File: config.mk
export PLATFORM = sky130hd
export DESIGN_NAME = max7219_rx
export DESIGN_NICKNAME = d
export VERILOG_FILES = /design/src/rtl/max7219_pkg.sv /design/src/rtl/sync_edge.sv /design/src/rtl/max7219_rx.sv
export SDC_FILE = /design/constraint.sdc
export NUM_CORES = 1
export LEC_CHECK = 0
export BUFFER_PORTS_ARGS = -buffer_cell sky130_fd_sc_hd__buf_2
export CORE_UTILIZATION = 25
export CTS_BUF_LIST = sky130_fd_sc_hd__clkbuf_4
export DETAILED_ROUTE_END_ITERATION = 10
export GPL_ROUTABILITY_DRIVEN = 0
export GPL_TIMING_DRIVEN = 0
export PLACE_DENSITY = 0.43
export SLEW_MARGIN = 20
export SYNTH_ARGS = -nofsm -noshare
export SYNTH_HDL_FRONTEND = slang
export SYNTH_HIERARCHICAL = 1
export SYNTH_SLANG_ARGS = --single-unit
export TNS_END_PERCENT = 30
File: constraint.sdc
create_clock -name clock -period 1.87 [get_ports clock]
set_clock_uncertainty 0.2 [all_clocks]
set_input_delay 0.0935 -clock clock [delete_from_list [all_inputs] [get_ports clock]]
set_output_delay 0.0935 -clock clock [all_outputs]
set_load 0.005 [all_outputs]
File: src/rtl/max7219_pkg.sv
// Shared MAX7219 link constants: register addresses and frame geometry.
// The display transmitter and this receiver use the same definitions.
package max7219_pkg;

  localparam int FRAME_BITS = 16;

  localparam logic [3:0] REG_NOOP      = 4'h0;
  localparam logic [3:0] REG_DIGIT0    = 4'h1;
  localparam logic [3:0] REG_DECODE    = 4'h9;
  localparam logic [3:0] REG_INTENSITY = 4'hA;
  localparam logic [3:0] REG_SCANLIMIT = 4'hB;
  localparam logic [3:0] REG_SHUTDOWN  = 4'hC;
  localparam logic [3:0] REG_TEST      = 4'hF;

  typedef enum logic {
    ST_IDLE,
    ST_SHIFT
  } rx_state_e;

endpackage

File: src/rtl/sync_edge.sv
// Multi-flop synchronizer for an asynchronous line, followed by a registered
// edge detector producing one-cycle rise/fall pulses.
module sync_edge #(
  parameter int   STAGES  = 2,
  parameter logic RST_VAL = 1'b0
) (
  input  logic clock,
  input  logic reset,
  input  logic async_in,
  output logic rise,
  output logic fall
);

  logic [STAGES-1:0] ff;
  logic              prev;

  always_ff @(posedge clock) begin
    if (reset) begin
      ff   <= {STAGES{RST_VAL}};
      prev <= RST_VAL;
      rise <= 1'b0;
      fall <= 1'b0;
    end else begin
      ff   <= {ff[STAGES-2:0], async_in};
      prev <= ff[STAGES-1];
      rise <= ff[STAGES-1] & ~prev;
      fall <= ~ff[STAGES-1] & prev;
    end
  end

endmodule

File: src/rtl/max7219_rx.sv
// MAX7219 serial receiver: assembles frames from sck/cs/din and mirrors the
// device register file, flagging each completed or truncated frame.
module max7219_rx
  import max7219_pkg::*;
#(
  parameter int SYNC_STAGES = 2,
  parameter int DIGIT_NUM   = 8,
  parameter int FRAME_BITS  = max7219_pkg::FRAME_BITS
) (
  input  logic                   clock,
  input  logic                   reset,
  input  logic                   max_sck,
  input  logic                   max_cs,
  input  logic                   max_din,
  output logic                   max_dout,
  output logic                   frame_valid,
  output logic                   frame_err,
  output logic [3:0]             frame_addr,
  output logic [7:0]             frame_data,
  output logic [8*DIGIT_NUM-1:0] digits,
  output logic [7:0]             decode_mode,
  output logic [3:0]             intensity,
  output logic [2:0]             scan_limit,
  output logic                   shutdown_n,
  output logic                   display_test
);

  localparam int CNT_W = $clog2(FRAME_BITS + 1);

  logic sck_rise, sck_fall, cs_rise, cs_fall;

  sync_edge #(.STAGES(SYNC_STAGES), .RST_VAL(1'b0)) u_sck (
    .clock(clock), .reset(reset), .async_in(max_sck), .rise(sck_rise), .fall(sck_fall)
  );

  sync_edge #(.STAGES(SYNC_STAGES), .RST_VAL(1'b1)) u_cs (
    .clock(clock), .reset(reset), .async_in(max_cs), .rise(cs_rise), .fall(cs_fall)
  );

  // din gets one extra flop so it lines up with the registered edge pulses
  logic [SYNC_STAGES-1:0] din_ff;
  logic                   din_d;

  always_ff @(posedge clock) begin
    if (reset) begin
      din_ff <= '0;
      din_d  <= 1'b0;
    end else begin
      din_ff <= {din_ff[SYNC_STAGES-2:0], max_din};
      din_d  <= din_ff[SYNC_STAGES-1];
    end
  end

  rx_state_e state_q, state_d;
  logic      clear_en, shift_en, dout_en, latch_en;

  always_ff @(posedge clock) begin
    if (reset) state_q <= ST_IDLE;
    else       state_q <= state_d;
  end

  always_comb begin
    state_d  = state_q;
    clear_en = 1'b0;
    shift_en = 1'b0;
    dout_en  = 1'b0;
    latch_en = 1'b0;
    case (state_q)
      ST_IDLE: begin
        if (cs_fall) begin
          state_d  = ST_SHIFT;
          clear_en = 1'b1;
        end
      end
      ST_SHIFT: begin
        // a clock edge coinciding with the cs rise belongs to no frame
        shift_en = sck_rise & ~cs_rise;
        dout_en  = sck_fall;
        if (cs_rise) begin
          state_d  = ST_IDLE;
          latch_en = 1'b1;
        end
      end
      default: state_d = ST_IDLE;
    endcase
  end

  logic [FRAME_BITS-1:0]     shreg;
  logic [CNT_W-1:0]          bit_cnt;
  logic [DIGIT_NUM-1:0][7:0] digit_q;
  logic [3:0]                lat_addr;
  logic [7:0]                lat_data;
  logic                      frame_ok;

  assign lat_addr = shreg[11:8];
  assign lat_data = shreg[7:0];
  assign frame_ok = latch_en && (bit_cnt == CNT_W'(FRAME_BITS));
  assign digits   = digit_q;

  always_ff @(posedge clock) begin
    if (reset) begin
      shreg        <= '0;
      bit_cnt      <= '0;
      max_dout     <= 1'b0;
      frame_valid  <= 1'b0;
      frame_err    <= 1'b0;
      frame_addr   <= '0;
      frame_data   <= '0;
      digit_q      <= '0;
      decode_mode  <= '0;
      intensity    <= '0;
      scan_limit   <= '0;
      shutdown_n   <= 1'b0;
      display_test <= 1'b0;
    end else begin
      frame_valid <= frame_ok;
      frame_err   <= latch_en && !frame_ok;
      if (clear_en) begin
        shreg   <= '0;
        bit_cnt <= '0;
      end
      if (shift_en) begin
        shreg <= {shreg[FRAME_BITS-2:0], din_d};
        if (bit_cnt != CNT_W'(FRAME_BITS)) bit_cnt <= bit_cnt + 1'b1;
      end
      if (dout_en) max_dout <= shreg[FRAME_BITS-1];
      if (frame_ok) begin
        frame_addr <= lat_addr;
        frame_data <= lat_data;
        for (int i = 0; i < DIGIT_NUM; i++)
          if (lat_addr == REG_DIGIT0 + 4'(i)) digit_q[i] <= lat_data;
        case (lat_addr)
          REG_DECODE:    decode_mode  <= lat_data;
          REG_INTENSITY: intensity    <= lat_data[3:0];
          REG_SCANLIMIT: scan_limit   <= lat_data[2:0];
          REG_SHUTDOWN:  shutdown_n   <= lat_data[0];
          REG_TEST:      display_test <= lat_data[0];
          default:       ;
        endcase
      end
    end
  end

endmodule

---- After elaboration in Yosys (flattened, before gate mapping) ----
Cells that the tools add are included.
W data, S select, Z words.
cells by class
  multiplexer cells ....................... 13
  bitwise gates (word level) .............. 11
  add/sub/neg operators ................... 1
  equality and inequality tests ........... 15
  reduce and logical (&&, ||, !) cells .... 17
operators by type and width
  cell                   count
  $mux W16               2
  $reduce_and A2 Y1      13
  $eq A4 B4 Y1 const B   6
  $eq A4 B3 Y1 const B   4
  $mux W5                3
  $eq A4 B2 Y1 const B   2
  $mux W1                7
  $not A1 Y1             6
  $add A5 B1 Y5 const B  1
  $and A1 B1 Y1          5
  $eq A5 B5 Y1 const B   1
  $ne A5 B5 Y1 const B   1
  $eq A4 B1 Y1 const B   1
  $logic_and A1 B1 Y1    2
  $pmux W1 S2            1
  $reduce_bool A2 Y1     1
  $logic_not A1 Y1       1
storage, ports and cells
  output and inout bits ................... 96
  bits in registers ....................... 131
  word-level logic and storage cells ...... 88
  bits of input ports ..................... 5

---- Longest topological paths before layout ----
  depth in word-level cells ............... 5
  depth in mapped cells ................... 8
  depth with buffers taken out ............ 5

---- Cells and area by module ----
The synthesis kept the hierarchy.
modules (own cells, without submodules)
  module      sequential area each (sq um)  area an instance (sq um)  cells each  instances
  max7219_rx  2,422.3                       5,051.1                   480         1
  sync_edge   100.1                         133.9                     10          2

---- Worst setup path after synthesis ----
No wires, ideal clock.
  kind .................................... register -> register
  from .................................... reg bit_cnt[0]
  to ...................................... reg digit_q (netlist bit digits[11])
  period minus slack after synthesis ...... 1.703 ns
  stages on the path, launching flop included .. 8
  path slack .............................. 0.167 ns
  arrival ................................. 1.431 ns
  path buffers ............................ 2
  data required time ...................... 1.598 ns
  setup time .............................. 0.072 ns
  cell sequence ........................... dfxtp_1 > inv_1 > ha_1 > and4bb_1 > buf_12 > and4_4 > buf_12 > mux2i_1
between the ends
  longest elaborated chain between the ends .. 3
ends and longest elaborated chain
  what                             line               RTL
  from (decl)                      max7219_rx.sv:89   logic [CNT_W-1:0] bit_cnt;
  from (signal assigned)           max7219_rx.sv:124  if (bit_cnt != CNT_W'(FRAME_BITS)) bit_cnt <= bit_cnt + 1'b1;
  $eq A5 B5 Y1                     max7219_rx.sv:97   assign frame_ok = latch_en && (bit_cnt == CNT_W'(FRAME_BITS));
  $logic_and A1 B1 Y1              max7219_rx.sv:97
  $reduce_and A2 Y1 (no line)      -
  to (signal, indexed assignment)  max7219_rx.sv:131  if (lat_addr == REG_DIGIT0 + 4'(i)) digit_q[i] <= lat_data;
  to (decl)                        max7219_rx.sv:90   logic [DIGIT_NUM-1:0][7:0] digit_q;
Every way passes these cells.
A chain may end at the register's enable or synchronous reset.

---- Worst setup path in the final report ----
  from .................................... reg bit_cnt[0]
  to ...................................... reg digit_q (netlist bit digits[12])
Same word-level chain as after synthesis.

==> summary.txt <==
Run status
  – Status: completed

Setup path
  – Critical-path top delay cell: dfxtp_4
  – Worst EP arrival: approximately 2000 ps
  – Startpoint types: flip-flop
  – Critical path required time: ~2100 ps
  – CP max stage delay: approximately 380 ps
  – Largest delay share family, worst path: simple AND/OR/NAND/NOR gates
  – CP Class: reg2reg
  – CP Buf/Inv Count: 3
  – Crit. End Element: flip-flop
  – CP most frequent cell: buf_12
  – Worst-path maximum fanout: 8
  – Crit-path cells: inv_4 > ha_4 > and4bb_2 > buf_12 > and4_4 > buf_12 > mux2i_1

Route
  – DRC viols: 0
  – WL per Instance: approximately 16 um
  – DRT Pass-1 Iters: 4
  – Number of vias per cell: approximately 4.3
  – Iteration-0 DRC Markers: between 150 and 200
  – WL final: 14200 um
  – Vias: around 4000
  – ANT nets after route: 0

Layout
  – Filler Cell Count: between 2000 and 2500
  – Most frequent cells in the layout: 129 x dfxtp_1, 107 x buf_2, 91 x nand2b_1
  – Layout cells sized above 1: 0.289
  – Multi-input logic area: ~2400 um^2
  – Layout area overhead: 24.4%
  – Most common cell after layout, fill and taps aside: dfxtp_1
  – Core Util, Final: 0.322
  – Final layout net count: between 600 and 700
  – FF+latch area: between 2000 and 3000 um^2

Floorplanning
  – Core box area: around 21000 um^2
  – Row count: 52
  – Die Area: 21900 um^2
  – Initial Utilization: 0.259
  – I/O pin cnt: 101
  – Die Ht: roughly 150 um
  – Die width: about 150 um

Yosys
  – Asr flop ratio synth: 0
  – Net Count, Synth: ~510
  – Unique masters post-synth: between 40 and 50
  – Synth warn: 6
  – Synth Register Bits: approximately 130
  – Syn_area_per_cell: 10.6 um^2
  – Post-synth EDFFs: 0
  – Synth top area share: 0.493
  – Post-synthesis cell count: 500
  – Synth top area cells: dfxtp_1 49%, mux2i_1 16%, nand2b_1 11%, nand3_4 2.3%, nand3_1 2.3%
  – Main synth FF type: dfxtp_1
  – Seq/Total Area, Yosys: 0.493
  – Dominant cell type by area after synthesis: dfxtp_1
  – Synthesized area: ~5300 um^2

Power and ir drop
  – PwrDens: between 700 and 800 nW/um^2
  – Leakage power figure: 0.00301 uW
  – Tot Pwr: roughly 5000 uW
  – VDD IR-drop max: 0.375 mV

Clock network
  – Clock Tree Root: clkbuf_4
  – Latest clock arrival within the worst-skew pair: between 500 and 600 ps
  – CTS tree: built
  – Clk slew on worst S/H paths: 120 ps
  – CTS H-tree depth: 4
  – Sink Count: 131
  – CTS Buffer Depth: 2
  – CTS Buf Count: 17

Timing
  – Final min period: between 1500 and 2000 ps
  – Rel. slew slack: 0.420
  – Max Clock Freq: between 500 and 600 MHz
  – Final Max Tran Viols: 0
  – Final Hold Fails: 0
  – RSZ-0062 raised after global routing: yes
  – Finish-stage setup viols: 0
  – Final period util: 0.957
  – Actual slew at the worst max-slew pin: 870 ps

GRT
  – Gr ovfl total: 0
  – GRT Total Usage: 0.135
  – Largest net degree at the start of global routing: 17
  – Initial antenna violation count: 1
  – Number of global-route vias before repair: around 4000
  – Global-route wire length before repair: 22300 um

Worst hold path
  – HP Class: in2reg

Flow run
  – Max Cap Violations: 0

Place
  – Hpwl dp: around 10000 um
  – PortBufs: 100
[cells by family (layout without fill, tap and decap cells)]
| kind of cell | count (synthesis) | count (layout) | synth area share |
|---|---|---|---|
| AO/OA/AOI/OAI | 51 | 51 | 0.0586 |
| adder cells (fa/ha/maj) | 2 | 2 | 0.00470 |
| buffers and inverters | 46 | 187 | 0.0494 |
| flip-flops | 131 | 131 | 0.493 |
| multiplexers | 83 | 83 | 0.156 |
| other | 0 | 1 | 0 |
| AND/OR/NAND/NOR | 187 | 187 | 0.238 |
[report_power, final]
part	internal (uW)	total, uW	leakage (uW)	switching [uW]
sequential	2800	2800	0.00106	4.03
clock	1050	2130	0.000170	1080
combinational	53.0	113	0.00178	59.8
[path summary, 6_finish.rpt]
| check | end | slack, ps | cells after the start | startpoint |
|---|---|---|---|---|
| setup reg to reg | digits[12] | 80 | 7 | bit_cnt[0] |
| hold reg to reg | u_sck/rise | 210 | 1 | u_sck/prev |
| hold / removal | digits[63] | 50 | 4 | reset |
| setup / recovery | digits[12] | 80 | 7 | bit_cnt[0] |
[Yosys cell counts, types with 2 or more instances]
cell,n
and2_1,2
buf_4,2
buf_12,4
ha_1,2
a21oi_1,23
nand3_4,7
and2b_1,2
nand2_1,21
inv_1,5
a21oi_2,9
clkbuf_1,21
nor3_1,2
dfxtp_1,131
mux2i_1,83
o21ai_0,12
nand3_2,9
buf_2,7
o211ai_1,2
nand3_1,24
nor2b_1,6
buf_1,5
nand2b_1,91
or2_1,3
or3_1,2
o32ai_1,2
nor2_1,2
nor3b_1,4
[cell type report]
cell class,instances,share of cell area
clock buffer,17,0.0193
antenna,1,0.000378
multi-input combinational,323,0.370
clock inverter,15,0.0287
buffer,41,0.0376
inverter,5,0.00322
tap,270,0.0511
sequential,131,0.397
timing repair buffer,109,0.0927
[metrics by stage]
step	instance area (um^2)	setup slack [ps]	instances	TNS (ps)	hold slack [ps]
floorplan	5320	167	500	0	-34.9
global placement	6160	-330	870	-18850	81.4
detailed placement	6160	-385	870	-22940	78.6
CTS	6560	4.25	909	0	25.8
global route	6620	-22.2	912	-40.1	57.1
finish	6620	81.2	912	0	46.0
[routing by layer]
layer / vias to the layer above / share of wire / GRT usage
met5: - / 0 / 0
met4: 0 / 0.012 / 0.0479
met3: 9 / 0.042 / 0.0352
met2: 74 / 0.47 / 0.218
met1: 1901 / 0.48 / 0.172
li1: 1971 / - / -
[sequential cells by signal (all words and copies together), names as in the netlist, 2 cells and up]
signal	count
digits	64
shreg	16
decode_mode	8
frame_data	8
bit_cnt	5
frame_addr	4
intensity	4
scan_limit	3
din_ff	2
u_cs/ff	2
u_sck/ff	2
[worst reg2reg max path: stages (launching register included)]
cell	delay, ps
dfxtp_4	380
inv_4	60
ha_4	110
and4bb_2	300
buf_12	140
and4_4	220
buf_12	130
mux2i_1	170
[repair_timing]
| action | in CTS | in global routing |
|---|---|---|
| endpoints found under the setup margin | 28 | 53 |
| hold endpoints to repair | 11 | 0 |
| resized for setup | 4 | 9 |
| setup buffers | 1 | 1 |
| hold buffers | 6 | 0 |
| pin swaps | 0 | 1 |
| cloned | 0 | 1 |
No activity file was read; power rests on OpenSTA's default activity.
